===== config.mk =====
export PLATFORM = sky130hd
export DESIGN_NAME = uart_rx_cfg
export DESIGN_NICKNAME = d
export VERILOG_FILES = /design/src/rtl/uart_rx_cfg_pkg.sv /design/src/rtl/uart_rx_cfg_sampler.sv /design/src/rtl/uart_rx_cfg.sv
export SDC_FILE = /design/constraint.sdc
export NUM_CORES = 1
export LEC_CHECK = 0
export BUFFER_PORTS_ARGS = -buffer_cell sky130_fd_sc_hd__buf_2
export CAP_MARGIN = 20
export CORE_ASPECT_RATIO = 2
export CORE_MARGIN = 5
export CORE_UTILIZATION = 45
export DETAILED_ROUTE_END_ITERATION = 8
export GPL_TIMING_DRIVEN = 0
export PLACE_DENSITY = 0.66
export SETUP_SLACK_MARGIN = 0.2
export SYNTH_ARGS = -nofsm -noshare
export SYNTH_HDL_FRONTEND = slang
export SYNTH_HIERARCHICAL = 1
export SYNTH_SLANG_ARGS = --single-unit

===== constraint.sdc =====
create_clock -name clk -period 4.9 [get_ports clk]
set_input_delay 0.98 -clock clk [delete_from_list [all_inputs] [get_ports clk]]
set_output_delay 0.98 -clock clk [all_outputs]
set_load 0.02 [all_outputs]

===== src/rtl/uart_rx_cfg_pkg.sv =====
// Shared types and constants for the configurable UART receiver.
// Standard divisors assume a 50 MHz clk.
package uart_rx_cfg_pkg;

  typedef enum logic [2:0] {
    ST_IDLE,
    ST_START,
    ST_DATA,
    ST_PARITY,
    ST_STOP
  } rx_state_e;

  localparam logic [1:0] DBITS_5 = 2'd0;
  localparam logic [1:0] DBITS_6 = 2'd1;
  localparam logic [1:0] DBITS_7 = 2'd2;
  localparam logic [1:0] DBITS_8 = 2'd3;

  localparam int DIV_115200 = 434;
  localparam int DIV_9600   = 5208;
  localparam int DIV_MIN    = 8;

  // Rate selects of the fixed-rate 8N1 receiver, still referenced by older blocks.
  localparam logic [1:0] BAUD_9600   = 2'd0;
  localparam logic [1:0] BAUD_19200  = 2'd1;
  localparam logic [1:0] BAUD_57600  = 2'd2;
  localparam logic [1:0] BAUD_115200 = 2'd3;

  function automatic logic maj3(input logic a, input logic b, input logic c);
    return (a & b) | (a & c) | (b & c);
  endfunction

endpackage


===== src/rtl/uart_rx_cfg_sampler.sv =====
// Line synchroniser, start-edge detect and 3-sample majority vote.
// bit_vld marks the decision cycle (cnt_baud == half+1); the caller gates it by state.
module uart_rx_sampler
  import uart_rx_cfg_pkg::*;
#(
  parameter int DIV_W       = 16,
  parameter int SYNC_STAGES = 2
) (
  input  logic             clk,
  input  logic             rst_n,
  input  logic             rx_din,
  input  logic [DIV_W-1:0] cnt_baud,
  input  logic [DIV_W-1:0] half,
  output logic             rx_fall,
  output logic             bit_val,
  output logic             bit_vld
);

  logic [SYNC_STAGES-1:0] sync_q;
  logic                   rx_s;
  logic                   s0_q;
  logic                   s1_q;

  // sync_q[0] is the newest stage; the edge is seen between the last two.
  assign rx_s    = sync_q[SYNC_STAGES-2];
  assign rx_fall = sync_q[SYNC_STAGES-1] & ~rx_s;

  always_ff @(posedge clk or negedge rst_n) begin
    if (!rst_n) begin
      sync_q <= '1;
      s0_q   <= 1'b0;
      s1_q   <= 1'b0;
    end else begin
      sync_q <= {sync_q[SYNC_STAGES-2:0], rx_din};
      if (cnt_baud == half - DIV_W'(1)) s0_q <= rx_s;
      if (cnt_baud == half)             s1_q <= rx_s;
    end
  end

  assign bit_vld = (cnt_baud == half + DIV_W'(1));
  assign bit_val = maj3(s0_q, s1_q, rx_s);

endmodule


===== src/rtl/uart_rx_cfg.sv =====
// Runtime-configurable UART receiver: 5-8 data bits, optional parity, 1/2 stop bits.
// Frame config is latched at the start edge so mid-frame changes are ignored.
module uart_rx_cfg
  import uart_rx_cfg_pkg::*;
#(
  parameter int DIV_W       = 16,
  parameter int SYNC_STAGES = 2
) (
  input  logic             clk,
  input  logic             rst_n,
  input  logic [DIV_W-1:0] baud_div,
  input  logic [1:0]       data_bits,
  input  logic             parity_en,
  input  logic             parity_odd,
  input  logic             stop2,
  input  logic             rx_din,
  output logic [7:0]       rx_byte,
  output logic             rx_byte_vld,
  output logic             parity_err,
  output logic             frame_err,
  output logic             busy
);

  rx_state_e        state_q, state_d;
  logic [DIV_W-1:0] cnt_q;
  logic [DIV_W-1:0] div_q;
  logic [DIV_W-1:0] half;
  logic [1:0]       nbits_q;
  logic             pen_q, podd_q, stop2_q;
  logic [2:0]       bit_idx_q;
  logic             stop_idx_q;
  logic             stop_bad_q;
  logic             perr_q;
  logic [7:0]       shreg_q;
  logic             rx_fall, bit_val, bit_vld;
  logic             last_data, last_stop;

  assign half = div_q >> 1;

  uart_rx_sampler #(
    .DIV_W      (DIV_W),
    .SYNC_STAGES(SYNC_STAGES)
  ) u_sampler (
    .clk     (clk),
    .rst_n   (rst_n),
    .rx_din  (rx_din),
    .cnt_baud(cnt_q),
    .half    (half),
    .rx_fall (rx_fall),
    .bit_val (bit_val),
    .bit_vld (bit_vld)
  );

  assign last_data = (bit_idx_q == ({1'b0, nbits_q} + 3'd4));
  assign last_stop = (stop_idx_q == stop2_q);

  always_ff @(posedge clk or negedge rst_n) begin
    if (!rst_n) state_q <= ST_IDLE;
    else        state_q <= state_d;
  end

  always_comb begin
    state_d = state_q;
    case (state_q)
      ST_IDLE:   if (rx_fall) state_d = ST_START;
      ST_START:  if (bit_vld) state_d = bit_val ? ST_IDLE : ST_DATA;
      ST_DATA:   if (bit_vld && last_data) state_d = pen_q ? ST_PARITY : ST_STOP;
      ST_PARITY: if (bit_vld) state_d = ST_STOP;
      ST_STOP:   if (bit_vld && last_stop) state_d = ST_IDLE;
      default:   state_d = ST_IDLE;
    endcase
  end

  always_ff @(posedge clk or negedge rst_n) begin
    if (!rst_n) begin
      cnt_q       <= '0;
      div_q       <= DIV_W'(DIV_MIN);
      nbits_q     <= DBITS_8;
      pen_q       <= 1'b0;
      podd_q      <= 1'b0;
      stop2_q     <= 1'b0;
      bit_idx_q   <= '0;
      stop_idx_q  <= 1'b0;
      stop_bad_q  <= 1'b0;
      perr_q      <= 1'b0;
      shreg_q     <= '0;
      rx_byte     <= '0;
      rx_byte_vld <= 1'b0;
      parity_err  <= 1'b0;
      frame_err   <= 1'b0;
    end else begin
      rx_byte_vld <= 1'b0;
      if (state_q == ST_IDLE) begin
        cnt_q <= '0;
        if (rx_fall) begin
          div_q      <= (baud_div < DIV_W'(DIV_MIN)) ? DIV_W'(DIV_MIN) : baud_div;
          nbits_q    <= data_bits;
          pen_q      <= parity_en;
          podd_q     <= parity_odd;
          stop2_q    <= stop2;
          bit_idx_q  <= '0;
          stop_idx_q <= 1'b0;
          stop_bad_q <= 1'b0;
          perr_q     <= 1'b0;
          shreg_q    <= '0;
        end
      end else begin
        cnt_q <= (cnt_q == div_q - DIV_W'(1)) ? '0 : cnt_q + DIV_W'(1);
      end

      if (bit_vld) begin
        case (state_q)
          ST_DATA: begin
            shreg_q[bit_idx_q] <= bit_val;
            bit_idx_q          <= bit_idx_q + 3'd1;
          end
          // Unused upper bits of shreg_q are 0, so they do not disturb the XOR.
          ST_PARITY: perr_q <= (bit_val != ((^shreg_q) ^ podd_q));
          ST_STOP: begin
            if (last_stop) begin
              rx_byte     <= shreg_q;
              parity_err  <= perr_q;
              frame_err   <= stop_bad_q | ~bit_val;
              rx_byte_vld <= 1'b1;
            end else begin
              stop_idx_q <= 1'b1;
              stop_bad_q <= ~bit_val;
            end
          end
          default: ;
        endcase
      end
    end
  end

  assign busy = (state_q != ST_IDLE);

endmodule


---- Yosys cells after proc, flatten, opt, wreduce, memory -nomap -nowiden ----
Cells that the tools add are included.
storage, ports and cells
  memories ................................ 0
  bits in writable memories ............... 0
  output and inout bits ................... 12
  latch bits .............................. 0
  ROM bits ................................ 0
  bits of input ports ..................... 24
  register bits ........................... 69
operators by class
  bitwise logic cells ..................... 10
  add/sub/neg operators ................... 6
  multiplexer cells ....................... 39
  shift operators ......................... 0
  multiply operators ...................... 0
  equality and inequality tests ........... 16
  divide/modulo/power cells ............... 0
  $lt $le $gt $ge ......................... 3
  reductions and logical operators ........ 9
operators with widths
  kind                                                         number
  equality test 16 bit                                         3
  2-to-1 mux 16 bit                                            3
  2-to-1 mux 8 bit                                             4
  2-to-1 mux 3 bit                                             10
  2-to-1 mux 1 bit                                             18
  adder 15 x 1 -> 16 bit, second input constant                1
  adder 16 x 1 -> 16 bit, second input constant                1
  equality test 16 x 15 -> 1 bit                               1
  less-than comparator 16 x 4 -> 1 bit, second input constant  1
  subtractor 15 x 1 -> 16 bit, second input constant           1
  subtractor 16 x 1 -> 16 bit, second input constant           1
  one-hot mux 3 bit (5 select lines)                           1
  != test 2 bit, second input constant                         5
  bitwise mux 8 bit                                            1
  XOR reduction 8 bit                                          1
  equality test 3 x 2 -> 1 bit, second input constant          2
  AND reduction 5 bit                                          1
  AND 1 bit                                                    4
  less-than comparator 3 x 4 -> 1 bit, second input constant   1
  adder 2 x 3 -> 3 bit, second input constant                  1
  adder 3 x 1 -> 3 bit, second input constant                  1
  demux 1 bit (select 3 bit)                                   1
  equality test 3 x 1 -> 1 bit, second input constant          1
  equality test 3 bit                                          1
  other kinds (13)                                             18

---- Logic depth before layout (Yosys ltp) ----
Gate-level depths: netlist of run 1.
  depth in word-level cells ............... 7
  depth in mapped cells ................... 14

---- Modules after synthesis ----
Netlist of run 1, hierarchy kept.
by module, submodules not included
  module           seq. area each (sq um)  cells an instance  instances  area an instance (sq um)
  uart_rx_cfg      1630.3                  350                1          3427.0
  uart_rx_sampler  102.6                   186                1          1352.5

---- Least setup slack after synthesis of run 1 ----
OpenSTA, ideal clock, no wires.
  path kind ............................... register to register
  start point ............................. reg div_q[3]
  end point ............................... reg shreg_q[1]
  stages on the path, launching flop included .. 12
  period minus slack after synthesis ...... 3657 ps
  required time ........................... 4760 ps
  setup slack ............................. 1243 ps
  arrival ................................. 3517 ps
  library setup time ...................... 140 ps
  path through ............................ dfstp_2 > buf_4 > nand4_1 > or2_1 > xor2_1 > or4_1 > a221oi_1 > inv_1 > nor3_1 > nand2_1 > o311ai_0 > o41ai_1
between the ends
  longest elaborated chain between the ends .. 3
RTL lines
  what                           line                       RTL
  start, declared                uart_rx_cfg.sv:26          logic [DIV_W-1:0] div_q;
  start signal, assigned         uart_rx_cfg.sv:77          div_q <= DIV_W'(DIV_MIN);
  start signal, assigned         uart_rx_cfg.sv:96          div_q <= (baud_div < DIV_W'(DIV_MIN)) ? DIV_W'(DIV_MIN) : baud_div;
  adder 15 x 1 -> 16 bit         uart_rx_cfg_sampler.sv:40  assign bit_vld = (cnt_baud == half + DIV_W'(1));
  equality test 16 bit           uart_rx_cfg_sampler.sv:40
  net bit_vld                    uart_rx_cfg.sv:35          logic rx_fall, bit_val, bit_vld;
  2-to-1 mux 8 bit               uart_rx_cfg.sv:111         if (bit_vld) begin
  end signal, assigned by index  uart_rx_cfg.sv:114         shreg_q[bit_idx_q] <= bit_val;
  end, declared                  uart_rx_cfg.sv:34          logic [7:0] shreg_q;
The timed path passes the listed nets, and every way through them passes these cells.
A chain may end at the register's enable or synchronous reset.

---- Final worst setup path of run 1 ----
  start point ............................. reg div_q[3]
  end point ............................... reg shreg_q[2]
Same word-level chain as after synthesis.

==> impl_metrics.env, run 1 <==
export IMPL_outcome="completed"
export IMPL_yosys_area_share_adder=0.0152
export IMPL_fp_dieW_um=82.9
export IMPL_r2r_slack_ns=0.72
export IMPL_num_rows=53
export IMPL_ir_drop_mv=0.283
export IMPL_min_from="u_sampler/sync_q[0]"
export IMPL_antennaDiodeCount=0
export IMPL_reg2regPathDepth=12
export IMPL_tns_ns=0
export IMPL_avgViaCountPerCell=5.81
export IMPL_switching_share=0.381
export IMPL_drt_pre_antenna_iters=4
export IMPL_postCtsSetupBuffers=0
export IMPL_power_leakage_uw=0.00230
export IMPL_cts_root_buf="clkbuf_16"
export IMPL_critPathCaptureType="register"
export IMPL_period_minus_slack_ns=4.18
export IMPL_clkPwrFrac=0.294
export IMPL_grt_max_degree=70
export IMPL_min_path_type="reg2reg"
export IMPL_h_tree_depth=3
export IMPL_finalHoldViolCount=0
export IMPL_max_freq_ghz=0.239
export IMPL_wl_per_cell_um=19.2
export IMPL_hold_end="u_sampler/sync_q[1]"
export IMPL_skew_ns=0.00498
export IMPL_async_reset_ff_frac=1.00
export IMPL_antenna_found_initial=0
export IMPL_p_per_area_nw_per_um2=428
export IMPL_ys_flop_type="dfrtp_1"
export IMPL_final_common_cell="nand2_1"
export IMPL_drtAntennaViolNets=0
export IMPL_final_cell_mix="nand2_1 (68), dfrtp_1 (64), xor2_1 (43), nor2_1 (40), buf_2 (35)"
export IMPL_p_seq_frac=0.342
export IMPL_start_util=0.456
export IMPL_synth_cell_area_um2=4780
export IMPL_whs_path_depth=0
export IMPL_p_sw_uw=891
export IMPL_synth_cell_types=78
export IMPL_die_area_um2=12900
export IMPL_synth_xor_area_frac=0.139
export IMPL_yosys_warnings=6
export IMPL_clkTransAtPathRegs_ns=0.06
export IMPL_crit_type="reg2reg"
export IMPL_fp_dieH_um=156
export IMPL_rr_startpoint="div_q[3]"
export IMPL_cap_viol_max_count=0
export IMPL_p_int_uw=1450
export IMPL_timing_rr_end="shreg_q[2]"
export IMPL_syn_avg_cell_area_um2=8.92
export IMPL_power_frac_comb=0.365
export IMPL_io_pins=36
export IMPL_worst_pin_slew_ns=0.889
export IMPL_synth_compound_area_frac=0.116
export IMPL_drc=0
export IMPL_synthMuxAreaShare=0.0534
export IMPL_cts_sinks=69
export IMPL_drtIter0Drc=173
export IMPL_clk_path_buf_depth=2
export IMPL_final_max_slew_viol_count=0
export IMPL_grt_total_usage=0.224
export IMPL_cp_start_kind="register"
export IMPL_setup_viol=0
export IMPL_final_nets=611
export IMPL_drive_above_1_share=0.189
export IMPL_cp_data_required_time_ns=5.10
export IMPL_globalRouteOverflowTotal=0
export IMPL_rsz0062_at_grt="no"
export IMPL_clock_latency_ns=0.33
export IMPL_drt_wl_total_um=13900
export IMPL_core_um2=10500
export IMPL_io_buffers=35
export IMPL_ys_seq_area_frac=0.363
export IMPL_synth_edf_count=0
export IMPL_synth_cells=536
export IMPL_synth_top_family_by_area="simple AND/OR/NAND/NOR gates"
export IMPL_relSlewSlack=0.407
export IMPL_synthesis_nets=565
export IMPL_place_congestion=1.00
export IMPL_dpl_hpwl_um=10800
export IMPL_worst_hold_slack_ns=0.394
export IMPL_cts_buffers=9
export IMPL_cts_tree="yes"
export IMPL_vias=4206
export IMPL_crit_path_max_fanout=11
export IMPL_syn2layout_area_growth_pct=14.5
export IMPL_hold_buffers=0
export IMPL_grt_pass1_wl_um=22600
export IMPL_grt_pass1_vias=4429
export IMPL_ys_ff_latch=69
export IMPL_synth_simple_gate_area_frac=0.264
export IMPL_fin_crit_sh=0.854
export IMPL_arrival_ns=4.38
[routing by layer]
metal | GRT usage | wire, um | part of all wire | up-vias
met1 | 0.197 | 4430 | 0.32 | 2049
met5 | 0 | 0 | 0 | -
met3 | 0.0328 | 338 | 0.024 | 65
met2 | 0.446 | 8120 | 0.58 | 107
li1 | - | - | - | 1985
met4 | 0.163 | 1010 | 0.073 | 0
[flip-flops by register name, summed over array words and instances (netlist names)]
register,flops
frame_err,1
bit_idx_q,3
perr_q,1
parity_err,1
stop_idx_q,1
rx_byte_vld,1
stop_bad_q,1
state_q,3
cnt_q,16
u_sampler/s0_q,1
podd_q,1
stop2_q,1
nbits_q,2
div_q,16
u_sampler/s1_q,1
pen_q,1
u_sampler/sync_q,2
shreg_q,8
rx_byte,8
[kinds of logic (layout without fill, tap and decap cells)]
group / count (synthesis) / after routing
mux: 23 / 23
compound gates: 83 / 83
simple gates: 236 / 236
xor+xnor: 76 / 76
flops: 69 / 69
buf+inv: 42 / 93
fa+ha+maj: 6 / 6
other cells: 1 / 1
[what timing repair did]
item,in CTS,in global routing
cloned,0,0
resized for setup,1,3
setup endpoints to repair,7,7
[critical path, cell delays in order (launching register included)]
cell and delay, ns:
dfstp_2 0.71, buf_4 0.24, nand4_1 0.20, or2_2 0.34, o21a_1 0.11, nor4_1 0.49, nand4_1 0.30, a221oi_4 0.44
inv_1 0.19, nor4_2 0.62, nand3b_1 0.19, nand3_1 0.12, o21ai_0 0.09
[power groups by stage]
stage | combinational [uW] | sequential (uW) | clock (uW)
after global placement | 820 | 804 | 0
after CTS | 850 | 797 | 699
after global routing | 929 | 816 | 728
after detailed placement | 843 | 807 | 0
final | 854 | 800 | 688
after floorplan | 644 | 765 | 0
[how the worst max path moves through the flow]
stage / startpoint / endpoint / slack, ns / cells past startpoint
after floorplan: div_q[3] / shreg_q[1] / 1.24 / 11
after global placement: div_q[3] / shreg_q[2] / 0.14 / 12
after detailed placement: div_q[3] / shreg_q[6] / 0.10 / 12
after CTS: div_q[3] / shreg_q[6] / 0.43 / 12
after global routing: div_q[3] / shreg_q[1] / 0.26 / 13
final: div_q[3] / shreg_q[2] / 0.72 / 12
[metrics by stage]
step	cells	instance area (um2)	total power, uW	setup WS [ns]	utilization
2_1_floorplan	536	4780	1410	1.24	-
3_3_place_gp	708	5130	1620	0.143	0.489
3_5_place_dp	708	5130	1650	0.102	0.489
4_1_cts	724	5450	2350	0.428	0.520
5_1_grt	724	5470	2470	0.257	0.522
6_report	724	5470	2340	0.716	0.522
[cell usage after synthesis (4+ instances only)]
cell type | count | share of area
nor2b_1 | 11 | 0.014
buf_4 | 5 | 0.0079
buf_6 | 5 | 0.012
dfstp_2 | 5 | 0.027
nand3_1 | 31 | 0.032
clkbuf_1 | 12 | 0.0094
nor3_1 | 16 | 0.017
ha_1 | 5 | 0.013
xor2_1 | 43 | 0.079
nor2_1 | 40 | 0.031
nor4_1 | 12 | 0.016
nand3b_1 | 5 | 0.0079
nand4_1 | 12 | 0.016
nor3b_1 | 5 | 0.0079
o21ai_0 | 29 | 0.030
dfrtp_1 | 64 | 0.34
xnor2_1 | 33 | 0.060
inv_1 | 15 | 0.012
a21oi_1 | 13 | 0.014
nand2_1 | 68 | 0.053
and3_1 | 4 | 0.0052
mux2_2 | 19 | 0.045
[cell type report]
class                      instances  area [um2]
sequential                        69        1730
multi-input combinational        425        2840
tap                              137         171
buffer                            26         175
fill                            1037        5000
clock inverter                     7        90.1
inverter                          16        60.1
clock buffer                       9         225
timing repair buffer              35         178
No activity file was read; power rests on OpenSTA's default activity.
==> run 2: changes to the inputs <==
--- a/config.mk
+++ b/config.mk
@@ -13,6 +13,7 @@
 export DETAILED_ROUTE_END_ITERATION = 8
 export GPL_TIMING_DRIVEN = 0
 export PLACE_DENSITY = 0.66
+export RECOVER_POWER = 100
 export SETUP_SLACK_MARGIN = 0.2
 export SYNTH_ARGS = -nofsm -noshare
 export SYNTH_HDL_FRONTEND = slang
==> run 2 against run 1 <==
Compared with the run above: the flow now finishes with violations (max-capacitance violations, max-slew violations); largest cell class unchanged; core utilization is 0.42 points lower; critical path depth stayed put; register-to-register slack hardly changed; sequential power hardly changed; worst hold slack better by 0.026 ns; critical path type unchanged; final cell count stayed put.
==> impl_metrics.env, run 2 (synthesis gave the netlist of run 1 again) <==
export IMPL_outcome="complete, but fails checks"
export IMPL_violations="max-capacitance violations, max-slew violations"
export IMPL_clock_latency_ns=0.34
export IMPL_fin_ws_ns=0.708
export IMPL_timing_rr_end="shreg_q[2]"
export IMPL_final_cell_mix="nand2_1 (68), dfrtp_1 (64), xor2_1 (43), nor2_1 (40), xnor2_1 (33)"
export IMPL_crit_path_max_fanout=11
export IMPL_place_inst=708
export IMPL_finalHoldViolCount=0
export IMPL_cts_sinks=69
export IMPL_cts_root_buf="clkbuf_16"
export IMPL_grt_pass1_wl_um=22600
export IMPL_top_regs="cnt_q: 16 flops, div_q: 16 flops"
export IMPL_core_um2=10500
export IMPL_tns_ns=0
export IMPL_place_congestion=1.00
export IMPL_worst_hold_slack_ns=0.420
export IMPL_critPathCaptureType="register"
export IMPL_num_rows=53
export IMPL_fp_dieW_um=82.9
export IMPL_drt_pre_antenna_iters=4
export IMPL_whs_path_depth=0
export IMPL_arrival_ns=4.40
export IMPL_final_max_slew_viol_count=70
export IMPL_crit_type="reg2reg"
export IMPL_fin_crit_sh=0.855
export IMPL_min_from="u_sampler/sync_q[0]"
export IMPL_hold_end="u_sampler/sync_q[1]"
export IMPL_layoutNonFillerInstCount=724
export IMPL_syn2layout_area_growth_pct=13.6
export IMPL_power_leakage_uw=0.00224
export IMPL_cp_data_required_time_ns=5.11
export IMPL_cts_tree="yes"
export IMPL_die_area_um2=12900
export IMPL_dpl_worst_slack_ns=0.102
export IMPL_worst_pin_slew_ns=3.72
export IMPL_rsz0062_at_grt="no"
export IMPL_grt_pass1_vias=4429
export IMPL_globalRouteOverflowTotal=0
export IMPL_ir_drop_mv=0.283
export IMPL_max_freq_ghz=0.239
export IMPL_relSlewSlack=-1.48
export IMPL_dpl_hpwl_um=10800
export IMPL_antennaDiodeCount=0
export IMPL_final_common_cell="nand2_1"
export IMPL_r2r_slack_ns=0.71
export IMPL_p_per_area_nw_per_um2=431
export IMPL_skew_ns=0.00449
export IMPL_drtAntennaViolNets=0
export IMPL_avgViaCountPerCell=5.81
export IMPL_drive_above_1_share=0.155
export IMPL_final_nets=611
export IMPL_grt_max_degree=70
export IMPL_drt_wl_total_um=14000
export IMPL_grt_total_usage=0.224
export IMPL_drtIter0Drc=194
export IMPL_io_pins=36
export IMPL_period_minus_slack_ns=4.19
export IMPL_reg2regPathDepth=12
export IMPL_cap_viol_max_count=1
export IMPL_setup_viol=0
export IMPL_fp_dieH_um=156
export IMPL_cts_buffers=9
export IMPL_wl_per_cell_um=19.3
export IMPL_min_path_type="reg2reg"
export IMPL_vias=4209
export IMPL_clkTransAtPathRegs_ns=0.06
export IMPL_h_tree_depth=3
export IMPL_io_buffers=35
export IMPL_start_util=0.456
export IMPL_rr_startpoint="div_q[3]"
export IMPL_clk_path_buf_depth=2
export IMPL_antenna_found_initial=0
export IMPL_cp_start_kind="register"
export IMPL_drc=0
run 2: area by class of cell:
cell class / count / area [um2]
inverters: 16 / 60.1
multi-input cells: 425 / 2820
repair buffers: 35 / 159
clock buffers: 9 / 225
plain buffers: 26 / 168
well taps: 137 / 171
fillers: 1049 / 5050
clock inverters: 7 / 90.1
flip-flops and latches: 69 / 1730
run 2: per-layer routing:
layer | GRT usage | vias to the layer above | wire length (um)
met5 | 0 | - | 0
li1 | - | 1984 | -
met2 | 0.446 | 101 | 8130
met1 | 0.197 | 2059 | 4510
met4 | 0.163 | 0 | 1000
met3 | 0.0328 | 65 | 365
run 2: critical path: stages (launching register included):
cell and delay [ns]:
dfstp_2 0.71, buf_4 0.24, nand4_1 0.20, or2_2 0.34
o21a_1 0.11, nor4_1 0.49, nand4_1 0.29, a221oi_4 0.44
inv_1 0.19, nor4_2 0.63, nand3b_1 0.19, nand3_1 0.12
o21ai_0 0.09
run 2: power by group:
| part | switching (uW) | internal, uW | total (uW) |
|---|---|---|---|
| clock network | 251 | 442 | 694 |
| logic | 496 | 352 | 848 |
| registers | 149 | 651 | 801 |
run 2: through the flow:
step / utilization / cell area, um2 / power [uW]
floorplan: - / 4780 / 1410
global placement: 0.489 / 5130 / 1620
detailed placement: 0.489 / 5130 / 1650
CTS: 0.520 / 5450 / 2350
global route: 0.518 / 5430 / 2470
finish: 0.518 / 5430 / 2340
run 2: how the worst max path moves through the flow:
| stage | end | from | slack (ns) | depth (start not counted) |
|---|---|---|---|---|
| 6_report | shreg_q[2] | div_q[3] | 0.71 | 12 |
| 3_3_place_gp | shreg_q[2] | div_q[3] | 0.14 | 12 |
| 3_5_place_dp | shreg_q[6] | div_q[3] | 0.10 | 12 |
| 5_1_grt | rx_byte[3] | rst_n | 0.19 | 1 |
| 4_1_cts | shreg_q[6] | div_q[3] | 0.43 | 12 |
| 2_1_floorplan | shreg_q[1] | div_q[3] | 1.24 | 11 |
run 2: what timing repair did:
action | CTS | global route
setup endpoints to repair | 7 | 7
hold buffers | 0 | 0
gates resized for setup | 1 | 3
buffers inserted | 0 | 0
==> run 3: changes to the inputs <==
==> constraint.sdc (replaced) <==
create_clock -name clk -period 5 [get_ports clk]
set_input_delay 1 -clock clk [delete_from_list [all_inputs] [get_ports clk]]
set_output_delay 1 -clock clk [all_outputs]
set_load 0.02 [all_outputs]
==> run 3 against run 2 <==
Compared with the run above: the run still ends with max-capacitance violations, max-slew violations left; clock skew about the same; critical path depth did not move; core utilization fell by 0.11 points; sequential power shrank 2%; wire length hardly changed; non-clock buffer count unchanged; die area unchanged; global-route usage is the same; worst hold slack about the same; final cell count is the same; critical path type unchanged; largest cell class unchanged.
==> impl_metrics.env, run 3 (synthesis gave the netlist of run 1 again) <==
export IMPL_drt_pre_antenna_iters=4
export IMPL_crit_path_max_fanout=11
export IMPL_place_area_um2=5130
export IMPL_syn2layout_area_growth_pct=13.4
export IMPL_clock_latency_ns=0.34
export IMPL_antenna_found_initial=0
export IMPL_p_int_uw=1420
export IMPL_avgViaCountPerCell=5.80
export IMPL_worst_pin_slew_ns=3.73
export IMPL_finalHoldViolCount=0
export IMPL_die_area_um2=12900
export IMPL_clkTransAtPathRegs_ns=0.06
export IMPL_core_um2=10500
export IMPL_top_regs="cnt_q: 16 flops, div_q: 16 flops"
export IMPL_globalRouteOverflowTotal=0
export IMPL_max_stage_delay_ns=0.71
export IMPL_cts_tree="yes"
export IMPL_p_seq_frac=0.342
export IMPL_antennaDiodeCount=0
export IMPL_clkPwrFrac=0.296
export IMPL_final_common_cell="nand2_1"
export IMPL_drc=0
export IMPL_grt_total_usage=0.224
export IMPL_path_cells="buf_4 -> nand4_1 -> or2_2 -> o21a_1 -> nor4_1 -> nand4_1 -> a221oi_2 -> inv_1 -> nor4_2 -> nand3b_1 -> nand3_1 -> o21ai_0"
export IMPL_grt_pass1_vias=4429
export IMPL_num_rows=53
export IMPL_min_path_type="reg2reg"
export IMPL_cp_data_required_time_ns=5.20
export IMPL_final_cell_mix="nand2_1 (68), dfrtp_1 (64), xor2_1 (43), nor2_1 (40), xnor2_1 (33)"
export IMPL_clk_path_buf_depth=2
export IMPL_final_nets=611
export IMPL_place_congestion=1.00
export IMPL_power_leakage_uw=0.00223
export IMPL_p_per_area_nw_per_um2=423
export IMPL_cts_root_buf="clkbuf_16"
export IMPL_slowest_stage="dfstp_2"
export IMPL_multiInputGateArea_um2=2810
export IMPL_cts_buffers=9
export IMPL_fp_dieW_um=82.9
export IMPL_fp_dieH_um=156
export IMPL_cp_start_kind="register"
export IMPL_relSlewSlack=-1.49
export IMPL_fillCellCount=1051
export IMPL_ir_drop_mv=0.276
export IMPL_crit_type="reg2reg"
export IMPL_skew_ns=0.00472
export IMPL_max_freq_ghz=0.230
export IMPL_vias=4202
export IMPL_period_minus_slack_ns=4.35
export IMPL_rsz0062_at_grt="yes"
export IMPL_critPathCaptureType="register"
export IMPL_arrival_ns=4.56
export IMPL_final_area_um2=5420
export IMPL_crit_buf_inv=2
export IMPL_drive_above_1_share=0.155
export IMPL_io_buffers=35
export IMPL_grt_max_degree=70
export IMPL_io_pins=36
export IMPL_worst_hold_slack_ns=0.421
export IMPL_violations="max-capacitance violations, max-slew violations"
export IMPL_cp_top_family="simple AND/OR/NAND/NOR gates"
export IMPL_outcome="complete, but fails checks"
export IMPL_cap_viol_max_count=1
export IMPL_power_frac_comb=0.362
export IMPL_start_util=0.456
export IMPL_cts_sinks=69
export IMPL_final_seq_area_um2=1730
export IMPL_drt_wl_total_um=14000
export IMPL_wl_per_cell_um=19.3
export IMPL_drtAntennaViolNets=0
export IMPL_final_max_slew_viol_count=70
export IMPL_setup_viol=0
export IMPL_h_tree_depth=3
export IMPL_p_sw_uw=876
export IMPL_hold_buffers=0
export IMPL_power_uw=2290
export IMPL_dpl_hpwl_um=10800
export IMPL_grt_pass1_wl_um=22600
export IMPL_postCtsSetupBuffers=0
export IMPL_switching_share=0.382
export IMPL_final_core_util=0.517
export IMPL_fin_crit_sh=0.871
export IMPL_critPathMostFrequentCell="nand4_1"
export IMPL_tns_ns=0
export IMPL_drtIter0Drc=192
run 3: changes by cell type in the layout (fill, tap and decap cells not counted):
cell,delta
a221oi_2,+1
a221oi_4,-1
run 3: worst register-to-register path, cell delays in order, from the launching register on:
cell	delay (ns)
dfstp_2	0.71
buf_4	0.25
nand4_1	0.20
or2_2	0.34
o21a_1	0.11
nor4_1	0.50
nand4_1	0.26
a221oi_2	0.58
inv_1	0.24
nor4_2	0.64
nand3b_1	0.20
nand3_1	0.12
o21ai_0	0.09
run 3: cell type report:
cell class / count / share of cell area
multi-input cells: 425 / 0.519
flip-flops and latches: 69 / 0.320
clock buffers: 9 / 0.0416
well taps: 137 / 0.0316
plain buffers: 26 / 0.0309
repair buffers: 35 / 0.0293
clock inverters: 7 / 0.0166
inverters: 16 / 0.0111
run 3: per-layer routing:
metal  share of wire  vias to the layer above  GRT usage
met2            0.58                      100      0.446
met1            0.32                     2047      0.197
li1                -                     1988          -
met5               0                        -          0
met4           0.072                        0      0.163
met3           0.024                       67     0.0328
run 3: power groups by stage:
| stage | clock, uW | combinational, uW | sequential [uW] |
|---|---|---|---|
| after detailed placement | 0 | 826 | 791 |
| after CTS | 685 | 833 | 781 |
| after global routing | 714 | 901 | 799 |
| after global placement | 0 | 803 | 788 |
| after floorplan | 0 | 631 | 749 |
| final | 678 | 829 | 785 |
run 3: stage by stage:
step	worst slack, ns	std cells
final	0.646	724
after global routing	0.191	724
after CTS	0.528	724
after detailed placement	0.202	708
after global placement	0.243	708
after floorplan	1.34	536
run 3: path summary, 6_finish.rpt:
check                                          from                   to  slack [ns]  depth (start not counted)
min in group asynchronous                     rst_n           stop_bad_q        1.93                          1
max in group asynchronous                     rst_n             cnt_q[6]        0.94                          1
worst min register to register  u_sampler/sync_q[0]  u_sampler/sync_q[1]        0.42                          0
worst max-delay path                       div_q[3]           shreg_q[2]        0.65                         12
worst min-delay path            u_sampler/sync_q[0]  u_sampler/sync_q[1]        0.42                          0
worst max register to register             div_q[3]           shreg_q[2]        0.65                         12
run 3: repair_timing:
item,4_1_cts,5_1_grt
pin swaps,0,0
gates resized for setup,1,2
setup endpoints to repair,2,7
